[config.mk]
export PLATFORM = sky130hd
export DESIGN_NAME = camera_tx
export DESIGN_NICKNAME = d
export VERILOG_FILES = /design/src/rtl/camera_pkg.sv /design/src/rtl/camera_timing.sv /design/src/rtl/camera_tx.sv
export SDC_FILE = /design/constraint.sdc
export NUM_CORES = 1
export LEC_CHECK = 0
export BUFFER_PORTS_ARGS = -buffer_cell sky130_fd_sc_hd__buf_4
export CORE_MARGIN = 2
export CORE_UTILIZATION = 62
export CTS_BUF_LIST = sky130_fd_sc_hd__clkbuf_4 sky130_fd_sc_hd__clkbuf_8 sky130_fd_sc_hd__clkbuf_16
export CTS_CLUSTER_DIAMETER = 80
export DETAILED_ROUTE_END_ITERATION = 6
export HOLD_SLACK_MARGIN = 0.06
export PLACE_DENSITY = 0.81
export SYNTH_ARGS = -nofsm -noshare
export SYNTH_HDL_FRONTEND = slang
export SYNTH_SLANG_ARGS = --single-unit
[constraint.sdc]
create_clock -name pclk -period 5 [get_ports pclk]
set_input_delay 1 -clock pclk [delete_from_list [all_inputs] [get_ports pclk]]
set_output_delay 1 -clock pclk [all_outputs]
set_load 0.02 [all_outputs]
[src/rtl/camera_pkg.sv]
`default_nettype none
// ============================================================================
// Module      : camera_pkg
// Description : Shared definitions for the camera transmit path: frame phase
//               enumeration, byte-lane order of a YCbCr422 pixel pair, default
//               frame geometry and small elaboration helpers.
// Revision    : 1.0 - initial release
// ============================================================================
package camera_pkg;

    // Frame phases, explicitly 3 bits wide
    typedef enum logic [2:0] {
        ST_IDLE   = 3'd0,
        ST_VSYNC  = 3'd1,
        ST_VBACK  = 3'd2,
        ST_ACTIVE = 3'd3,
        ST_VFRONT = 3'd4
    } cam_state_e;

    // Frame-buffer address width (covers 640x480 / 2 pixel pairs)
    localparam int c_ADDR_W = 19;

    // Default geometry (VGA-style frame)
    localparam int c_DEF_PAIRS_PER_LINE = 320;
    localparam int c_DEF_LINES          = 480;
    localparam int c_DEF_H_BLANK        = 288;
    localparam int c_DEF_VSYNC_LINES    = 3;
    localparam int c_DEF_V_BACK_LINES   = 17;
    localparam int c_DEF_V_FRONT_LINES  = 10;

    // Byte position within a line modulo 4 -> lane of the 32-bit pair word
    localparam logic [1:0] c_LANE_Y0 = 2'd0;  // word[31:24]
    localparam logic [1:0] c_LANE_CB = 2'd1;  // word[23:16]
    localparam logic [1:0] c_LANE_CR = 2'd2;  // word[15:8]
    localparam logic [1:0] c_LANE_Y1 = 2'd3;  // word[7:0]

    function automatic logic [7:0] lane_byte(input logic [31:0] word,
                                             input logic [1:0]  lane);
        logic [7:0] b;
        case (lane)
            c_LANE_Y0: b = word[31:24];
            c_LANE_CB: b = word[23:16];
            c_LANE_CR: b = word[15:8];
            default:   b = word[7:0];
        endcase
        return b;
    endfunction

    function automatic int max4(input int a, input int b, input int c, input int d);
        int m;
        m = a;
        if (b > m) m = b;
        if (c > m) m = c;
        if (d > m) m = d;
        return m;
    endfunction

endpackage
`default_nettype wire

[src/rtl/camera_timing.sv]
`default_nettype none
// ============================================================================
// Module      : camera_timing
// Description : Frame/line timing generator. Walks IDLE -> VSYNC -> VBACK ->
//               ACTIVE -> VFRONT with every line LINE_LEN cycles long and
//               produces registered vsync/href/frame_done. Also exposes the
//               current and next phase/byte position so the datapath can
//               prepare registered data aligned with href.
// Ports       : clk, rst           - clock, async active-high reset
//               i_enable           - request continuous frames
//               o_state, o_byte    - current phase and byte-in-line counter
//               o_nxt_state/byte   - values they take at the next edge
//               o_nxt_href         - href value that the next edge will load
//               o_vsync, o_href    - registered sync outputs
//               o_frame_done       - one-cycle pulse after the last VFRONT cycle
// Revision    : 1.0 - initial release
// ============================================================================
module camera_timing
    import camera_pkg::*;
#(
    parameter int PAIRS_PER_LINE = c_DEF_PAIRS_PER_LINE,
    parameter int LINES          = c_DEF_LINES,
    parameter int H_BLANK        = c_DEF_H_BLANK,
    parameter int VSYNC_LINES    = c_DEF_VSYNC_LINES,
    parameter int V_BACK_LINES   = c_DEF_V_BACK_LINES,
    parameter int V_FRONT_LINES  = c_DEF_V_FRONT_LINES,
    localparam int c_BYTE_W      = $clog2(4*PAIRS_PER_LINE + H_BLANK)
) (
    input  logic                clk,
    input  logic                rst,
    input  logic                i_enable,
    output cam_state_e          o_state,
    output logic [c_BYTE_W-1:0] o_byte,
    output cam_state_e          o_nxt_state,
    output logic [c_BYTE_W-1:0] o_nxt_byte,
    output logic                o_nxt_href,
    output logic                o_vsync,
    output logic                o_href,
    output logic                o_frame_done
);

    localparam int c_ACT_LEN  = 4*PAIRS_PER_LINE;
    localparam int c_LINE_LEN = c_ACT_LEN + H_BLANK;
    localparam int c_LINE_W   = $clog2(max4(VSYNC_LINES, V_BACK_LINES, LINES, V_FRONT_LINES) + 1);

    localparam logic [c_BYTE_W-1:0] c_LAST_BYTE = c_BYTE_W'(c_LINE_LEN - 1);
    localparam logic [c_BYTE_W-1:0] c_ACT_BYTES = c_BYTE_W'(c_ACT_LEN);
    localparam logic [c_LINE_W-1:0] c_VS_LAST   = c_LINE_W'(VSYNC_LINES - 1);
    localparam logic [c_LINE_W-1:0] c_VB_LAST   = c_LINE_W'(V_BACK_LINES - 1);
    localparam logic [c_LINE_W-1:0] c_ACT_LAST  = c_LINE_W'(LINES - 1);
    localparam logic [c_LINE_W-1:0] c_VF_LAST   = c_LINE_W'(V_FRONT_LINES - 1);

    cam_state_e          r_state;
    logic [c_BYTE_W-1:0] r_byte;
    logic [c_LINE_W-1:0] r_line;
    logic                r_vsync;
    logic                r_href;
    logic                r_frame_done;

    cam_state_e          w_nxt_state;
    logic [c_BYTE_W-1:0] w_nxt_byte;
    logic [c_LINE_W-1:0] w_nxt_line;
    logic                w_line_end;
    logic                w_phase_last;
    logic                w_vsync_d;
    logic                w_href_d;
    logic                w_done_d;

    // State register: phase, counters and the registered outputs
    always_ff @(posedge clk or posedge rst) begin
        if (rst) begin
            r_state      <= ST_IDLE;
            r_byte       <= '0;
            r_line       <= '0;
            r_vsync      <= 1'b0;
            r_href       <= 1'b0;
            r_frame_done <= 1'b0;
        end else begin
            r_state      <= w_nxt_state;
            r_byte       <= w_nxt_byte;
            r_line       <= w_nxt_line;
            r_vsync      <= w_vsync_d;
            r_href       <= w_href_d;
            r_frame_done <= w_done_d;
        end
    end

    // Next-state logic
    always_comb begin
        w_line_end   = (r_byte == c_LAST_BYTE);
        w_phase_last = 1'b0;
        case (r_state)
            ST_VSYNC:  w_phase_last = (r_line == c_VS_LAST);
            ST_VBACK:  w_phase_last = (r_line == c_VB_LAST);
            ST_ACTIVE: w_phase_last = (r_line == c_ACT_LAST);
            ST_VFRONT: w_phase_last = (r_line == c_VF_LAST);
            default:   w_phase_last = 1'b0;
        endcase

        w_nxt_state = r_state;
        w_nxt_byte  = r_byte + 1'b1;
        w_nxt_line  = r_line;

        if (r_state == ST_IDLE) begin
            w_nxt_byte = '0;
            w_nxt_line = '0;
            if (i_enable) begin
                w_nxt_state = ST_VSYNC;
            end
        end else if (w_line_end) begin
            w_nxt_byte = '0;
            if (w_phase_last) begin
                w_nxt_line = '0;
                case (r_state)
                    ST_VSYNC:  w_nxt_state = ST_VBACK;
                    ST_VBACK:  w_nxt_state = ST_ACTIVE;
                    ST_ACTIVE: w_nxt_state = ST_VFRONT;
                    // enable is only looked at on frame boundaries, so a
                    // mid-frame drop lets the current frame finish
                    ST_VFRONT: w_nxt_state = i_enable ? ST_VSYNC : ST_IDLE;
                    default:   w_nxt_state = ST_IDLE;
                endcase
            end else begin
                w_nxt_line = r_line + 1'b1;
            end
        end
    end

    // Output logic: decode the values the output registers load next, so the
    // outputs change on the same edge as the phase/byte position they belong to
    always_comb begin
        w_vsync_d = (w_nxt_state == ST_VSYNC);
        w_href_d  = (w_nxt_state == ST_ACTIVE) && (w_nxt_byte < c_ACT_BYTES);
        w_done_d  = (r_state == ST_VFRONT) && w_line_end && w_phase_last;
    end

    assign o_state      = r_state;
    assign o_byte       = r_byte;
    assign o_nxt_state  = w_nxt_state;
    assign o_nxt_byte   = w_nxt_byte;
    assign o_nxt_href   = w_href_d;
    assign o_vsync      = r_vsync;
    assign o_href       = r_href;
    assign o_frame_done = r_frame_done;

endmodule
`default_nettype wire

[src/rtl/camera_tx.sv]
`default_nettype none
// ============================================================================
// Module      : camera_tx
// Description : Camera-style byte-stream transmitter. Reads YCbCr422 pixel
//               pairs from a frame buffer and drives them one byte per pclk
//               (Y0, Cb, Cr, Y1) with vsync/href framing.
// Ports       : pclk, reset  - clock, async active-high reset
//               enable       - request continuous frame transmission
//               rd_addr      - registered frame-buffer word address
//               rd_data      - frame-buffer word, valid 1 cycle after rd_addr
//               vsync, href  - registered framing outputs
//               data_out     - registered byte stream, 0 while href is low
//               frame_done   - one-cycle pulse at the end of each frame
//               busy         - high whenever not idle
// Revision    : 1.0 - initial release
// ============================================================================
module camera_tx
    import camera_pkg::*;
#(
    parameter int PAIRS_PER_LINE = c_DEF_PAIRS_PER_LINE,
    parameter int LINES          = c_DEF_LINES,
    parameter int H_BLANK        = c_DEF_H_BLANK,
    parameter int VSYNC_LINES    = c_DEF_VSYNC_LINES,
    parameter int V_BACK_LINES   = c_DEF_V_BACK_LINES,
    parameter int V_FRONT_LINES  = c_DEF_V_FRONT_LINES
) (
    input  logic                pclk,
    input  logic                reset,
    input  logic                enable,
    output logic [c_ADDR_W-1:0] rd_addr,
    input  logic [31:0]         rd_data,
    output logic                vsync,
    output logic                href,
    output logic [7:0]          data_out,
    output logic                frame_done,
    output logic                busy
);

    localparam int c_ACT_LEN = 4*PAIRS_PER_LINE;
    localparam int c_BYTE_W  = $clog2(c_ACT_LEN + H_BLANK);

    localparam logic [c_BYTE_W-1:0] c_ACT_BYTES   = c_BYTE_W'(c_ACT_LEN);
    localparam logic [c_BYTE_W-1:0] c_LAST_ACT_Y1 = c_BYTE_W'(c_ACT_LEN - 1);

    cam_state_e          w_state;
    cam_state_e          w_nxt_state;
    logic [c_BYTE_W-1:0] w_byte;
    logic [c_BYTE_W-1:0] w_nxt_byte;
    logic                w_nxt_href;
    logic                w_cap;
    logic                w_vs_entry;
    logic [31:0]         w_src;
    logic [7:0]          w_data_d;

    logic [c_ADDR_W-1:0] r_rd_addr;
    logic [31:0]         r_hold;
    logic [7:0]          r_data;

    camera_timing #(
        .PAIRS_PER_LINE (PAIRS_PER_LINE),
        .LINES          (LINES),
        .H_BLANK        (H_BLANK),
        .VSYNC_LINES    (VSYNC_LINES),
        .V_BACK_LINES   (V_BACK_LINES),
        .V_FRONT_LINES  (V_FRONT_LINES)
    ) u_timing (
        .clk          (pclk),
        .rst          (reset),
        .i_enable     (enable),
        .o_state      (w_state),
        .o_byte       (w_byte),
        .o_nxt_state  (w_nxt_state),
        .o_nxt_byte   (w_nxt_byte),
        .o_nxt_href   (w_nxt_href),
        .o_vsync      (vsync),
        .o_href       (href),
        .o_frame_done (frame_done)
    );

    // A word is captured in the cycle just before each Y0 byte goes out: the
    // last blanking cycle ahead of an active line, or a Y1 cycle that is
    // followed by another pair in the same line.
    assign w_cap = ((w_nxt_state == ST_ACTIVE) && (w_nxt_byte == '0)) ||
                   ((w_state == ST_ACTIVE) && (w_byte < c_ACT_BYTES) &&
                    (w_byte[1:0] == c_LANE_Y1) && (w_byte != c_LAST_ACT_Y1));

    assign w_vs_entry = (w_nxt_state == ST_VSYNC) && (w_state != ST_VSYNC);

    // Y0 leaves on the same edge that loads the hold register, so it is taken
    // straight from rd_data; the remaining lanes come from the hold register.
    assign w_src    = w_cap ? rd_data : r_hold;
    assign w_data_d = w_nxt_href ? lane_byte(w_src, w_nxt_byte[1:0]) : 8'd0;

    always_ff @(posedge pclk or posedge reset) begin
        if (reset) begin
            r_rd_addr <= '0;
            r_hold    <= '0;
            r_data    <= '0;
        end else begin
            r_data <= w_data_d;
            if (w_cap) begin
                r_hold <= rd_data;
            end
            if (w_vs_entry) begin
                r_rd_addr <= '0;
            end else if (w_cap) begin
                r_rd_addr <= r_rd_addr + 1'b1;
            end
        end
    end

    assign rd_addr  = r_rd_addr;
    assign data_out = r_data;
    assign busy     = (w_state != ST_IDLE);

endmodule
`default_nettype wire

==> flow_summary_export.csv <==
group,metric,value,unit
route,drtIter0Drc,296,
timing,drv_slew,0,
route,vias_per_cell,6.08,
placement,dpl.hpwl,7520,um
yosys,synth_area_leaders,"dfrtp_1, nand2_1, xnor2_1",
yosys,synthArstFlopShare,1.00,
timing,relSlewSlack,0.342,
cells_and_area,finalNetCount,592,
setup_path,crit_arrival,3.95,ns
yosys,yosysUniqueCellTypes,60,
clocking,cts_resized,0,
cells_and_area,multi_input_area,2280,um^2
global_route,grt.total_usage,0.278,
yosys,synth_edf_count,0,
cells_and_area,num-fill-cells,533,
timing,fin_crit,3.71,ns
timing,rsz0062_at_grt,"no",
setup_path,critPathRequiredTime,5.24,ns
setup_path,r2r-end,"data_out[7]$_DFF_PP0_",
floorplan,pin_count,66,
yosys,synth_most_common_cell,"nand2_1",
cells_and_area,final_cells,657,
yosys,postSynthAreaPerCell,9.19,um^2
min_path,holdPathEnd,"r_hold[5]$_DFF_PP0_",
cells_and_area,area_growth,17.2,%
clocking,cts_buffer_depth,2,
outcome,status,"complete, no violations",
yosys,synthSimpleGateAreaFrac,0.231,
setup_path,cp-end-kind,"flop",
route,drt_wl_total,10800,um
yosys,synth-warning-count,0,
global_route,grt_start_max_net_pins,50,
placement,numPortBuffers,65,
yosys,synth_compound_area_frac,0.164,
floorplan,dieArea,8150,um^2
yosys,syn_inst,502,
setup_path,r2r_cells,9,
global_route,antenna_found_initial,0,
min_path,min_delay_path_depth,2,
clocking,clock-sinks,85,
yosys,synthMuxAreaShare,0.0526,
clocking,clk_pin_slew,0.09,ns
floorplan,die_w,90.3,um
placement,dp_slack,1.35,ns
yosys,syn-num-nets,540,
timing,setup_viol,0,
yosys,ys.flop_type,"dfrtp_1",
timing,tightest_slew,0.977,ns
timing,fin_skew,0.0115,ns
timing,period_share,0.742,
setup_path,rrSetupSlack,1.29,ns
clocking,cts_tree,"built",
yosys,synthDominantCellAreaShare,0.461,
setup_path,cp_max_fo,26,
yosys,synth_xor_area_frac,0.0399,
clocking,cts_setup_buffers,0,
yosys,synth_fa_ha_area_frac,0.00814,
global_route,grt_pass1_wl,18500,um
yosys,syn_area,4610,um^2
power_and_ir_drop,power.total,1.78,mW
route,first_pass_iters,5,
placement,place_congestion,0.885,
floorplan,initial_core_util,0.639,
global_route,grt_overflow,0,
timing,hold_viol,0,
clocking,cts_hold_buffers,0,
setup_path,crit_path_start_kind,"flop",
yosys,synth_top_area_cell,"dfrtp_1",
global_route,grt_pass1_vias,3851,
power_and_ir_drop,vdd_ir_drop_max,0.213,mV
yosys,yosys-top-cells-count,"nand2_1, dfrtp_1, nor2_1, o21ai_0, xnor2_1",
timing,fmax,269,MHz
clocking,cts_root_buffer,"clkbuf_8",
run,cap_violations,0,
setup_path,r2r-start,"u_timing.o_byte[0]$_DFF_PP0_",
timing,timing.final.ws_setup,1.29,ns
min_path,hp-class,"flop to flop",
cells_and_area,antenna_cells,0,
power_and_ir_drop,power.density,329,nW/um^2
clocking,clk_latency,0.36,ns
clocking,htreeDepth,3,
route,vias,3997,
power_and_ir_drop,p_leak,2.48,nW
min_path,hp-start,"r_hold[5]$_DFF_PP0_",
setup_path,path_class,"flop to flop",
floorplan,fp-row-count,31,
clocking,cts_buffers,9,
route,drc,0,
cells_and_area,drive_above_1_share,0.185,
timing,hold_slack,0.474,ns
route,wl_per_cell,16.5,um
timing,setup_tns,0,ns
cells_and_area,seq_area,2130,um^2
floorplan,chipHeight,90.3,um
yosys,synth_top_family_by_area,"simple AND/OR/NAND/NOR gates",
yosys,ys_ff_latch,85,
route,final_antenna_net_count,0,
placement,dp.cells,642,
floorplan,core,7210,um^2
yosys,ys_seq_area_frac,0.461,
-- logic make-up after synthesis --
group | Yosys count
buf+inv | 43
compound gates | 106
xor+xnor | 21
flops | 85
fa+ha+maj | 3
simple gates | 221
mux | 23
-- cells in the final DEF, fill, tap and decap left out, types with 5 or more instances in the layout --
cell	Yosys	routed
nand4_1	7	7
o22ai_1	5	5
nand2_1	105	105
a32o_1	7	7
dfrtp_1	85	85
nand2b_1	10	10
nor3_1	15	15
nor2_1	32	32
inv_1	12	11
o21ai_1	7	7
a211oi_1	13	13
or3_1	5	5
mux2i_1	13	13
bufinv_16	0	5
buf_4	6	72
a31oi_1	7	7
and3_1	6	6
mux2_1	6	6
a21oi_1	11	11
nand3_1	12	12
and4_1	6	6
clkbuf_8	0	9
xor2_1	5	5
o21ai_0	21	21
xnor2_1	16	16
-- sequential cells by signal, indices dropped and copies added (netlist names) --
signal and count:
r_hold 32, rd_addr 19, u_timing.o_byte 11, u_timing.r_line 9
data_out 8, u_timing.o_state 3, u_timing.o_frame_done 1, u_timing.o_href 1
u_timing.o_vsync 1
-- how the worst max path moves through the flow --
stage / startpoint / slack, ns / to / cells after the start
2_1_floorplan: reset / 1.81 / data_out[0]$_DFF_PP0_ / 1
3_3_place_gp: u_timing.o_byte[0]$_DFF_PP0_ / 1.48 / data_out[3]$_DFF_PP0_ / 9
3_5_place_dp: u_timing.o_byte[0]$_DFF_PP0_ / 1.35 / data_out[7]$_DFF_PP0_ / 9
4_1_cts: u_timing.o_byte[0]$_DFF_PP0_ / 1.33 / data_out[7]$_DFF_PP0_ / 9
5_1_grt: u_timing.o_byte[0]$_DFF_PP0_ / 1.02 / data_out[4]$_DFF_PP0_ / 9
6_report: u_timing.o_byte[0]$_DFF_PP0_ / 1.29 / data_out[7]$_DFF_PP0_ / 9
-- per-stage QoR --
step | area [um^2] | util
after floorplan | 4610 | -
after detailed placement | 5120 | 0.710
after global routing | 5410 | 0.749
after CTS | 5410 | 0.749
after global placement | 5120 | 0.710
final | 5410 | 0.749
-- where the power goes --
group          internal (mW)  switching, mW  total, mW
sequential             0.725         0.0794      0.805
clock                  0.432          0.253      0.685
combinational          0.121          0.165      0.286
-- metal layers --
layer | vias to the layer above | routed length (um) | track usage
met4 | 0 | 272 | 0.113
met2 | 152 | 5320 | 0.461
met5 | - | 0 | 0
met1 | 1925 | 4620 | 0.370
met3 | 27 | 613 | 0.0409
li1 | 1893 | - | -
-- worst max-delay path, stage by stage (launching register included) --
cell and delay (ns):
dfrtp_1 0.62, ha_1 0.37, nand2b_1 0.39, or4_1 0.60, a211oi_2 0.29, o2111ai_2 0.14, buf_4 0.24, and2_1 0.46
a211oi_1 0.39, a211oi_1 0.08
-- cell type report --
| cell class | count | area share |
|---|---|---|
| repair buffers | 72 | 0.100 |
| clock buffers | 9 | 0.0229 |
| multi-input cells | 374 | 0.423 |
| inverters | 12 | 0.00856 |
| well taps | 99 | 0.0229 |
| flip-flops and latches | 85 | 0.394 |
| clock inverters | 6 | 0.0294 |
Power figures use the tool's default switching activity.
